$ cat src/rtl/wifi_tx_interleaver_ctrl.sv
// wifi_tx_interleaver_ctrl
//   Frame sequencer for the WIFI TX 192-bit interleaver. Accepts coded bits
//   over a ready/valid handshake and writes them into the interleaver as one
//   frame: a 48-bit SIGNAL symbol followed by n_sym DATA symbols of 192 bits.
//   It then keeps the interleaver enabled through readout, counts the
//   interleaved bits and reports done/error to the TX top-level FSM.
//
// Ports
//   clk, reset          single clock, synchronous active-low reset
//   start, n_sym        frame request (sampled in IDLE) and DATA symbol count
//   src_valid/data/ready  upstream coded-bit handshake (src_ready is combinational)
//   il_enable, il_valid_in, il_data_in   registered interleaver write controls
//   il_valid_out, il_finished            interleaver readout status
//   busy, done, error   registered status; done/error are one-cycle pulses
//   out_cnt             interleaved bits counted in the current frame
module wifi_tx_interleaver_ctrl #(
  parameter int unsigned NCBPS   = 192,
  parameter int unsigned NCBPS_S = 48,
  parameter int unsigned MAX_SYM = 64,
  parameter int unsigned NSYM_W  = 8,
  parameter int unsigned TIMEOUT = 1023
) (
  input  logic              clk,
  input  logic              reset,
  input  logic              start,
  input  logic [NSYM_W-1:0] n_sym,
  input  logic              src_valid,
  input  logic              src_data,
  output logic              src_ready,
  output logic              il_enable,
  output logic              il_valid_in,
  output logic              il_data_in,
  input  logic              il_valid_out,
  input  logic              il_finished,
  output logic              busy,
  output logic              done,
  output logic              error,
  output logic [15:0]       out_cnt
);

  localparam int unsigned BIT_W = $clog2(NCBPS + 1);
  localparam int unsigned WD_W  = $clog2(TIMEOUT + 1);

  typedef enum logic [2:0] {
    IDLE,
    LOAD_SIG,
    LOAD_DATA,
    DRAIN,
    WAIT_FIN,
    DONE
  } state_t;

  state_t              state, state_d;
  logic [NSYM_W-1:0]   nsym_q;
  logic [NSYM_W-1:0]   sym_cnt;
  logic [BIT_W-1:0]    bit_cnt;
  logic [15:0]         exp_cnt;
  logic [WD_W-1:0]     wd_cnt;
  logic                fin_q;

  logic                xfer;
  logic                accept;
  logic                len_fault;
  logic                sig_last;
  logic                sym_last_bit;
  logic                data_last;
  logic                fin_rise;
  logic                wd_expired;
  logic                cnt_en;
  logic [15:0]         out_cnt_nxt;
  logic                en_d, vin_d, din_d, done_d, err_d;

  assign src_ready    = (state == LOAD_SIG) || (state == LOAD_DATA);
  assign xfer         = src_valid & src_ready;
  assign len_fault    = n_sym > NSYM_W'(MAX_SYM);
  assign accept       = (state == IDLE) && start && !len_fault;
  assign sig_last     = bit_cnt == BIT_W'(NCBPS_S - 1);
  assign sym_last_bit = bit_cnt == BIT_W'(NCBPS - 1);
  assign data_last    = sym_last_bit && ((sym_cnt + NSYM_W'(1)) == nsym_q);
  assign fin_rise     = il_finished & ~fin_q;
  assign wd_expired   = wd_cnt == WD_W'(TIMEOUT - 1);
  assign cnt_en       = state inside {LOAD_SIG, LOAD_DATA, DRAIN, WAIT_FIN};
  assign out_cnt_nxt  = out_cnt + ((cnt_en && il_valid_out) ? 16'd1 : 16'd0);

  always_comb begin
    state_d = state;
    en_d    = 1'b0;
    vin_d   = 1'b0;
    din_d   = il_data_in;
    done_d  = 1'b0;
    err_d   = 1'b0;
    unique case (state)
      IDLE: begin
        if (start) begin
          if (len_fault) err_d   = 1'b1;
          else           state_d = LOAD_SIG;
        end
      end
      LOAD_SIG, LOAD_DATA: begin
        // Enable follows the handshake so upstream gaps freeze the interleaver.
        if (xfer) begin
          en_d  = 1'b1;
          vin_d = 1'b1;
          din_d = src_data;
          if (state == LOAD_SIG && sig_last)
            state_d = (nsym_q == '0) ? DRAIN : LOAD_DATA;
          else if (state == LOAD_DATA && data_last)
            state_d = DRAIN;
        end
      end
      DRAIN: begin
        en_d = 1'b1;
        if (il_valid_out) begin
          state_d = WAIT_FIN;
        end else if (wd_expired) begin
          en_d    = 1'b0;
          err_d   = 1'b1;
          state_d = IDLE;
        end
      end
      WAIT_FIN: begin
        en_d = 1'b1;
        if (fin_rise) begin
          // Verdict registered on entry to DONE so the pulse lands one cycle
          // after the finished edge; includes any bit counted on this edge.
          state_d = DONE;
          done_d  = (out_cnt_nxt == exp_cnt);
          err_d   = (out_cnt_nxt != exp_cnt);
        end else if (wd_expired) begin
          en_d    = 1'b0;
          err_d   = 1'b1;
          state_d = IDLE;
        end
      end
      DONE: begin
        state_d = IDLE;
      end
      default: begin
        state_d = IDLE;
      end
    endcase
  end

  always_ff @(posedge clk) begin
    if (!reset) begin
      state       <= IDLE;
      nsym_q      <= '0;
      sym_cnt     <= '0;
      bit_cnt     <= '0;
      exp_cnt     <= '0;
      wd_cnt      <= '0;
      fin_q       <= 1'b0;
      out_cnt     <= '0;
      il_enable   <= 1'b0;
      il_valid_in <= 1'b0;
      il_data_in  <= 1'b0;
      busy        <= 1'b0;
      done        <= 1'b0;
      error       <= 1'b0;
    end else begin
      state       <= state_d;
      fin_q       <= il_finished;
      il_enable   <= en_d;
      il_valid_in <= vin_d;
      il_data_in  <= din_d;
      busy        <= (state_d != IDLE);
      done        <= done_d;
      error       <= err_d;

      if (accept) begin
        nsym_q  <= n_sym;
        exp_cnt <= 16'(NCBPS_S) + 16'(NCBPS) * 16'(n_sym);
        sym_cnt <= '0;
        bit_cnt <= '0;
        out_cnt <= '0;
      end else begin
        out_cnt <= out_cnt_nxt;
        if (xfer) begin
          if (state == LOAD_SIG) begin
            bit_cnt <= sig_last ? '0 : bit_cnt + BIT_W'(1);
          end else if (sym_last_bit) begin
            bit_cnt <= '0;
            sym_cnt <= sym_cnt + NSYM_W'(1);
          end else begin
            bit_cnt <= bit_cnt + BIT_W'(1);
          end
        end
      end

      if (state_d != state)
        wd_cnt <= '0;
      else if (state == DRAIN || state == WAIT_FIN)
        wd_cnt <= wd_cnt + WD_W'(1);
    end
  end

endmodule

$ cat config.mk
export PLATFORM = sky130hd
export DESIGN_NAME = wifi_tx_interleaver_ctrl
export DESIGN_NICKNAME = d
export VERILOG_FILES = /design/src/rtl/wifi_tx_interleaver_ctrl.sv
export SDC_FILE = /design/constraint.sdc
export NUM_CORES = 1
export LEC_CHECK = 0
export CAP_MARGIN = 20
export CORE_UTILIZATION = 29
export CTS_CLUSTER_SIZE = 12
export DETAILED_ROUTE_END_ITERATION = 8
export MAX_ROUTING_LAYER = met4
export SLEW_MARGIN = 20
export SYNTH_ARGS = -nofsm -noshare
export SYNTH_HDL_FRONTEND = slang
export SYNTH_SLANG_ARGS = --single-unit
$ cat constraint.sdc
create_clock -name clk -period 3.2 [get_ports clk]
set_input_delay 0.32 -clock clk [delete_from_list [all_inputs] [get_ports clk]]
set_output_delay 0.32 -clock clk [all_outputs]
set_load 0.02 [all_outputs]
==> results of run 1 <==
## area by class of cell
| cell class | count | area [um2] |
|---|---|---|
| Clock inverter | 6 | 61.31 |
| Sequential cell | 70 | 1403 |
| Fill cell | 1371 | 8479 |
| Clock buffer | 10 | 239.0 |
| Tap cell | 176 | 220.2 |
| Timing Repair Buffer | 43 | 427.9 |
| Inverter | 16 | 60.06 |
| Multi-Input combinational cell | 375 | 2457 |
## state kept, by name, summed over array words and instances, names as in the netlist
register,cells
out_cnt,16
exp_cnt,10
wd_cnt,10
bit_cnt,8
nsym_q,8
sym_cnt,8
state,3
busy,1
done,1
error,1
fin_q,1
il_data_in,1
il_enable,1
il_valid_in,1
## layout by cell type (no fill, tap or decap), drive strengths merged, types with 6 or more instances in the layout
master         netlist  layout
clkdlybuf4s50        0      37
xnor2               33      33
nor4                 9       9
nand2               55      55
xor2                28      28
inv                 16      16
nor2                62      62
and3                14      14
clkbuf              11      10
o21ai               19      19
a21oi               14      14
a21boi               9       9
nand4               13      13
ha                  20      20
and2                10      10
nor2b                6       6
buf                  8       6
dfxtp               70      70
nor3                 6       6
nand3               24      24
o21a                 6       6
## through the flow
stage | utilization (%) | setup WS (ns) | instances
2_1_floorplan | - | 0.5184 | 480
5_1_grt | 36.47 | 0.0003852 | 696
3_3_place_gp | 34.16 | 0.2583 | 680
4_1_cts | 36.41 | 0.1044 | 696
6_report | 36.47 | 0.3090 | 696
3_5_place_dp | 34.16 | 0.1068 | 680
## where the power goes
| group | switching [mW] | leakage, nW | total (mW) | internal (mW) |
|---|---|---|---|---|
| sequential | 0.0136 | 0.566 | 0.900 | 0.886 |
| combinational | 0.103 | 1.14 | 0.193 | 0.0902 |
| clock | 0.377 | 0.148 | 0.998 | 0.621 |
## worst max path at each step
| stage | from | end |
|---|---|---|
| final | state[1]$_SDFF_PN0_ | done$_SDFF_PN0_ |
| after detailed placement | state[2]$_SDFF_PN0_ | done$_SDFF_PN0_ |
| after global routing | state[1]$_SDFF_PN0_ | done$_SDFF_PN0_ |
| after CTS | state[2]$_SDFF_PN0_ | done$_SDFF_PN0_ |
| after floorplan | state[2]$_SDFF_PN0_ | done$_SDFF_PN0_ |
| after global placement | il_valid_out | done$_SDFF_PN0_ |
## cell families after synthesis
logic type                 count (synthesis)  synth area share [%]
buffers and inverters                     35                 3.722
muxes                                      3                0.7507
xor gates and xnor gates                  61                 13.36
and+or+nand+nor                          215                 27.21
adders and majority gates                 21                 6.756
AOI/OAI and AO/OA                         75                 13.17
DFF                                       70                 35.03
## layer usage
| layer | up-vias | global-route usage [%] | share of wire (%) |
|---|---|---|---|
| li1 | 1718 | - | - |
| met1 | 1541 | 18.22 | 49 |
| met4 | 0 | 6.094 | 2.0 |
| met5 | - | - | 0 |
| met2 | 70 | 20.16 | 45 |
| met3 | 13 | 2.490 | 4.4 |
## worst max-delay path, cell delays in order (launching register included)
cell and delay, ns:
dfxtp_1 0.51, nor2_1 0.15, nor2_1 0.11, o21a_1 0.14, ha_1 0.25, ha_2 0.27
nand3_2 0.17, or3_1 0.50, o21ai_0 0.20, o21ai_1 0.09, nor4_2 0.28, and3_1 0.18
## repair_timing
| item | in CTS | in global routing |
|---|---|---|
| gates resized for setup | 0 | 3 |
| hold buffers | 0 | 0 |
| endpoints found under the setup margin | 0 | 2 |
==> flow_metrics.py, run 1 <==
metrics = {
    "setup_path": {
        "required_ns": 3.48,
        "worst-setup-path-type": "reg2reg",
        "ff2ff_path_depth": 11,
        "rr_endpoint": "done$_SDFF_PN0_",
        "crit_path_start_kind": "flop",
        "cp-end-kind": "flop",
        "crit_arrival_ns": 3.17,
        "r2r-start": "state[1]$_SDFF_PN0_",
        "reg2reg_slack_ns": 0.31,
        "path_max_fanout": 8,
    },
    "sta": {
        "worstMarginPinSlew_ns": 0.5662,
        "clock-skew-final_ns": 0.007029,
        "slew_viol_final": 0,
        "slew_headroom_pct": 62.14,
        "period_share_pct": 90.34,
        "fmax_mhz": 345.9,
        "setup_viol": 0,
        "whs_ns": 0.4757,
        "period_needed_ns": 2.891,
        "rsz0062_at_grt": "no",
        "hold_viol_final": 0,
        "tns_ns": 0,
    },
    "global_routing": {
        "grt_pass1_wl_um": 15190,
        "grt_pass1_vias": 3227,
        "grt_max_degree": 27,
        "grtUsageTotal_pct": 13.71,
        "antenna_found_initial": 0,
        "overflow": 0,
    },
    "synth": {
        "synthCells": 480,
        "synth_flop_cell": "dfxtp_1",
        "synth_edf_count": 0,
        "synth_nets": 516,
        "synth-seq-cells": 70,
        "async_reset_ff_share_pct": 0,
        "ys_warn_count": 0,
        "synth_most_common_cell": "dfxtp_1",
        "ys_top_cells_by_count": "dfxtp_1 (70), nor2_1 (62), nand2_1 (55), xnor2_1 (33), xor2_1 (28)",
        "synthTopCellsByArea": "dfxtp_1 (35%), xnor2_1 (7.2%), ha_1 (6.3%)",
        "yosys.area.top_type_share_pct": 35.03,
        "syn_area_um2": 4000,
        "yosysSeqAreaShare_pct": 35.03,
        "synth_top_cell_by_area": "dfxtp_1",
        "synth_cell_types": 54,
        "avgSynthCellArea_um2": 8.334,
    },
    "cts": {
        "root_buffer": "clkbuf_16",
        "cts_buffers": 9,
        "cts.path.max_buffers": 2,
        "cts.clk_slew.worst_paths_ns": 0.06,
        "cts_tree": "yes",
        "cts.sinks": 70,
        "htreeDepth": 3,
        "clkLatencyLatePin_ns": 0.33,
        "post_cts_buffers": 0,
    },
    "place": {
        "placed_area_um2": 4559,
        "gp_congestion": 0.8513,
        "place_hpwl_um": 6723,
        "port_buffers": 37,
    },
    "die": {
        "initial_core_util_pct": 29.97,
        "core_area_um2": 13350,
        "die-width_um": 119.4,
        "dieArea_um2": 14270,
        "chipHeight_um": 119.4,
        "rows": 42,
        "ioPinCount": 38,
    },
    "route": {
        "wl_per_cell_um": 12.82,
        "drt_iter0_markers": 188,
        "routed_via_density": 4.802,
        "first_pass_iters": 4,
        "antenna_left": 0,
        "vias": 3342,
        "drc": 0,
        "routed_wl_um": 8925,
    },
    "power": {
        "irDropWorstVdd_v": 0.0003315,
        "power.total_mw": 2.091,
        "p_per_area_nw_per_um2": 429.5,
        "p_leak_nw": 1.851,
    },
    "min_path": {
        "min_to": "exp_cnt[7]$_SDFFE_PN0P_",
        "holdCritPathClass": "reg2reg",
        "worstHoldPathCells": 2,
        "hp-start": "exp_cnt[7]$_SDFFE_PN0P_",
    },
    "job": {
        "maxCapViolCount": 0,
    },
    "run_status": {
        "status": "finished clean",
    },
    "layout": {
        "finish.instance_area_um2": 4868,
        "n_antenna_cell": 0,
        "finalNetCount": 551,
        "layout-drive-gt1-share_pct": 6.923,
        "area_growth_pct": 21.71,
    },
}
No activity file was read; power rests on OpenSTA's default activity.
==> run 2, diff against run 1 <==
Clock period 3.2 ns to 2.4 ns, I/O delays scaled along.
==> flow_metrics.py, run 2 (synthesized netlist as in run 1, its figures left out) <==
metrics = {
    "run_status": {
        "status": "finished with violations",
        "violations": "negative setup slack",
    },
    "route": {
        "antenna_left": 0,
        "routed_via_density": 4.783,
        "wl_per_cell_um": 13.17,
        "first_pass_iters": 4,
        "drc": 0,
        "drt_iter0_markers": 224,
        "vias": 3563,
        "routed_wl_um": 9808,
    },
    "layout": {
        "area_growth_pct": 35.63,
        "fill_cells": 1336,
        "finalNetCount": 601,
        "reg.largest.list": "out_cnt: 16 flops, exp_cnt: 10 flops, wd_cnt: 10 flops",
        "layout-drive-gt1-share_pct": 18.10,
        "final_cell_mix": "dfxtp_1 (66), nor2_1 (60), nand2_1 (55)",
        "stdcell_count": 745,
        "n_antenna_cell": 0,
        "top_register": "out_cnt",
        "layout_commonest_cell": "dfxtp_1",
        "largest_reg_flops": 16,
    },
    "sta": {
        "hold_viol_final": 0,
        "period_needed_ns": 2.501,
        "fmax_mhz": 399.8,
        "tns_ns": -0.1132,
        "period_share_pct": 104.2,
        "fin_ws_ns": -0.1014,
        "slew_viol_final": 0,
        "worstMarginPinSlew_ns": 0.8398,
        "rsz0062_at_grt": "yes",
        "whs_ns": 0.4894,
        "slew_headroom_pct": 43.85,
        "clock-skew-final_ns": 0.007165,
        "setup_viol": 2,
    },
    "cts": {
        "cts_tree": "yes",
        "clkLatencyLatePin_ns": 0.33,
        "root_buffer": "clkbuf_16",
        "holdBufCountCts": 0,
        "cts.clk_slew.worst_paths_ns": 0.06,
        "cts.path.max_buffers": 2,
        "cts_buffers": 9,
        "htreeDepth": 3,
        "cts.sinks": 70,
    },
    "min_path": {
        "worstHoldPathCells": 2,
        "holdCritPathClass": "reg2reg",
        "min_to": "exp_cnt[7]$_SDFFE_PN0P_",
        "hp-start": "exp_cnt[7]$_SDFFE_PN0P_",
    },
    "setup_path": {
        "r2r-start": "state[0]$_SDFF_PN0_",
        "rr_endpoint": "done$_SDFF_PN0_",
        "cp_top_family": "simple AND/OR/NAND/NOR gates",
        "reg2reg_slack_ns": -0.10,
        "required_ns": 2.63,
        "crit_chain": "nor3_4, o21a_1, ha_4, ha_4, nand3_4, or4_1, o211ai_1, a31oi_1, nand4_1, nor4_4, and3_1",
        "path_max_fanout": 7,
        "slowest_stage": "or4_1",
        "worst-setup-path-type": "reg2reg",
        "ff2ff_path_depth": 11,
        "cp-end-kind": "flop",
        "crit_cells": 11,
        "crit_path_frequent_cell": "ha_4",
        "critical_path_buf_inv_count": 0,
        "crit_arrival_ns": 2.73,
        "critPathMaxStageDelay_ns": 0.51,
        "crit_path_start_kind": "flop",
    },
    "global_routing": {
        "overflow": 0,
        "antenna_found_initial": 0,
        "grt_pass1_wl_um": 16230,
        "grt_max_degree": 37,
        "grt_pass1_vias": 3407,
        "grtUsageTotal_pct": 14.51,
    },
    "job": {
        "maxCapViolCount": 0,
    },
    "power": {
        "p_leak_nw": 2.172,
        "p_per_area_nw_per_um2": 528.9,
        "power.total_mw": 2.869,
        "irDropWorstVdd_v": 0.0003540,
    },
    "die": {
        "dieArea_um2": 14270,
        "initial_core_util_pct": 29.97,
        "core_area_um2": 13350,
        "rows": 42,
        "ioPinCount": 38,
        "chipHeight_um": 119.4,
        "die-width_um": 119.4,
    },
    "place": {
        "dp_cells": 720,
        "port_buffers": 37,
        "gp_congestion": 0.8433,
        "place_hpwl_um": 7118,
        "dp_slack_ns": -0.2516,
    },
}
-- run 2: cell types whose count changed in the layout (fill, tap and decap cells not counted), sizes merged --
cell	change
clkbuf	+2
buf	+50
clkinv	-3
-- run 2: final cells by class --
cell class	count	area [um2]	share of cell area, %
clock buffer	12	266.5	4.912
clock inverter	3	42.54	0.7841
inverter	16	60.06	1.107
multi-input combinational	375	2609	48.09
sequential	70	1409	25.97
tap	176	220.2	4.059
timing repair buffer	93	818.3	15.08
-- run 2: routing by layer --
metal / up-vias / GRT usage, % / routed length, um
met4: 0 / 4.141 / 139
met2: 76 / 22.72 / 4622
met5: - / - / 0
met1: 1661 / 18.74 / 4628
li1: 1815 / - / -
met3: 11 / 3.113 / 417
-- run 2: through the flow --
stage	area, um2	utilization [%]
global placement	4910	36.78
floorplan	4053	-
global route	5425	40.64
detailed placement	4910	36.78
finish	5425	40.64
CTS	5305	39.75
-- run 2: worst min-delay path: stages (launching register included) --
cell and delay (ns):
dfxtp_1 0.32, nand2_1 0.05, a21boi_0 0.07
-- run 2: how the worst max path moves through the flow --
stage / startpoint / to / slack, ns
4_1_cts: state[0]$_SDFF_PN0_ / done$_SDFF_PN0_ / -0.08
3_5_place_dp: il_valid_out / done$_SDFF_PN0_ / -0.25
2_1_floorplan: state[1]$_SDFF_PN0_ / done$_SDFF_PN0_ / 0.009
5_1_grt: state[0]$_SDFF_PN0_ / done$_SDFF_PN0_ / -0.23
3_3_place_gp: il_valid_out / done$_SDFF_PN0_ / -0.20
6_report: state[0]$_SDFF_PN0_ / done$_SDFF_PN0_ / -0.10
-- run 2: where the power goes --
group	switching (mW)	total [mW]	leakage [nW]	internal, mW
sequential	0.0196	1.20	0.568	1.18
clock	0.490	1.37	0.151	0.881
combinational	0.150	0.297	1.45	0.147
-- run 2: timing repair --
item,CTS,global route
pin swaps,9,8
gates resized for setup,15,14
setup endpoints to repair,2,12
buffers inserted,3,7
hold endpoints to repair,0,0
==> run 3, diff against run 2 <==
Settings changed: ABC_AREA set to 0.
==> results of run 3 <==
No change in the layout: final DEF, timing and power equal those of run 2.
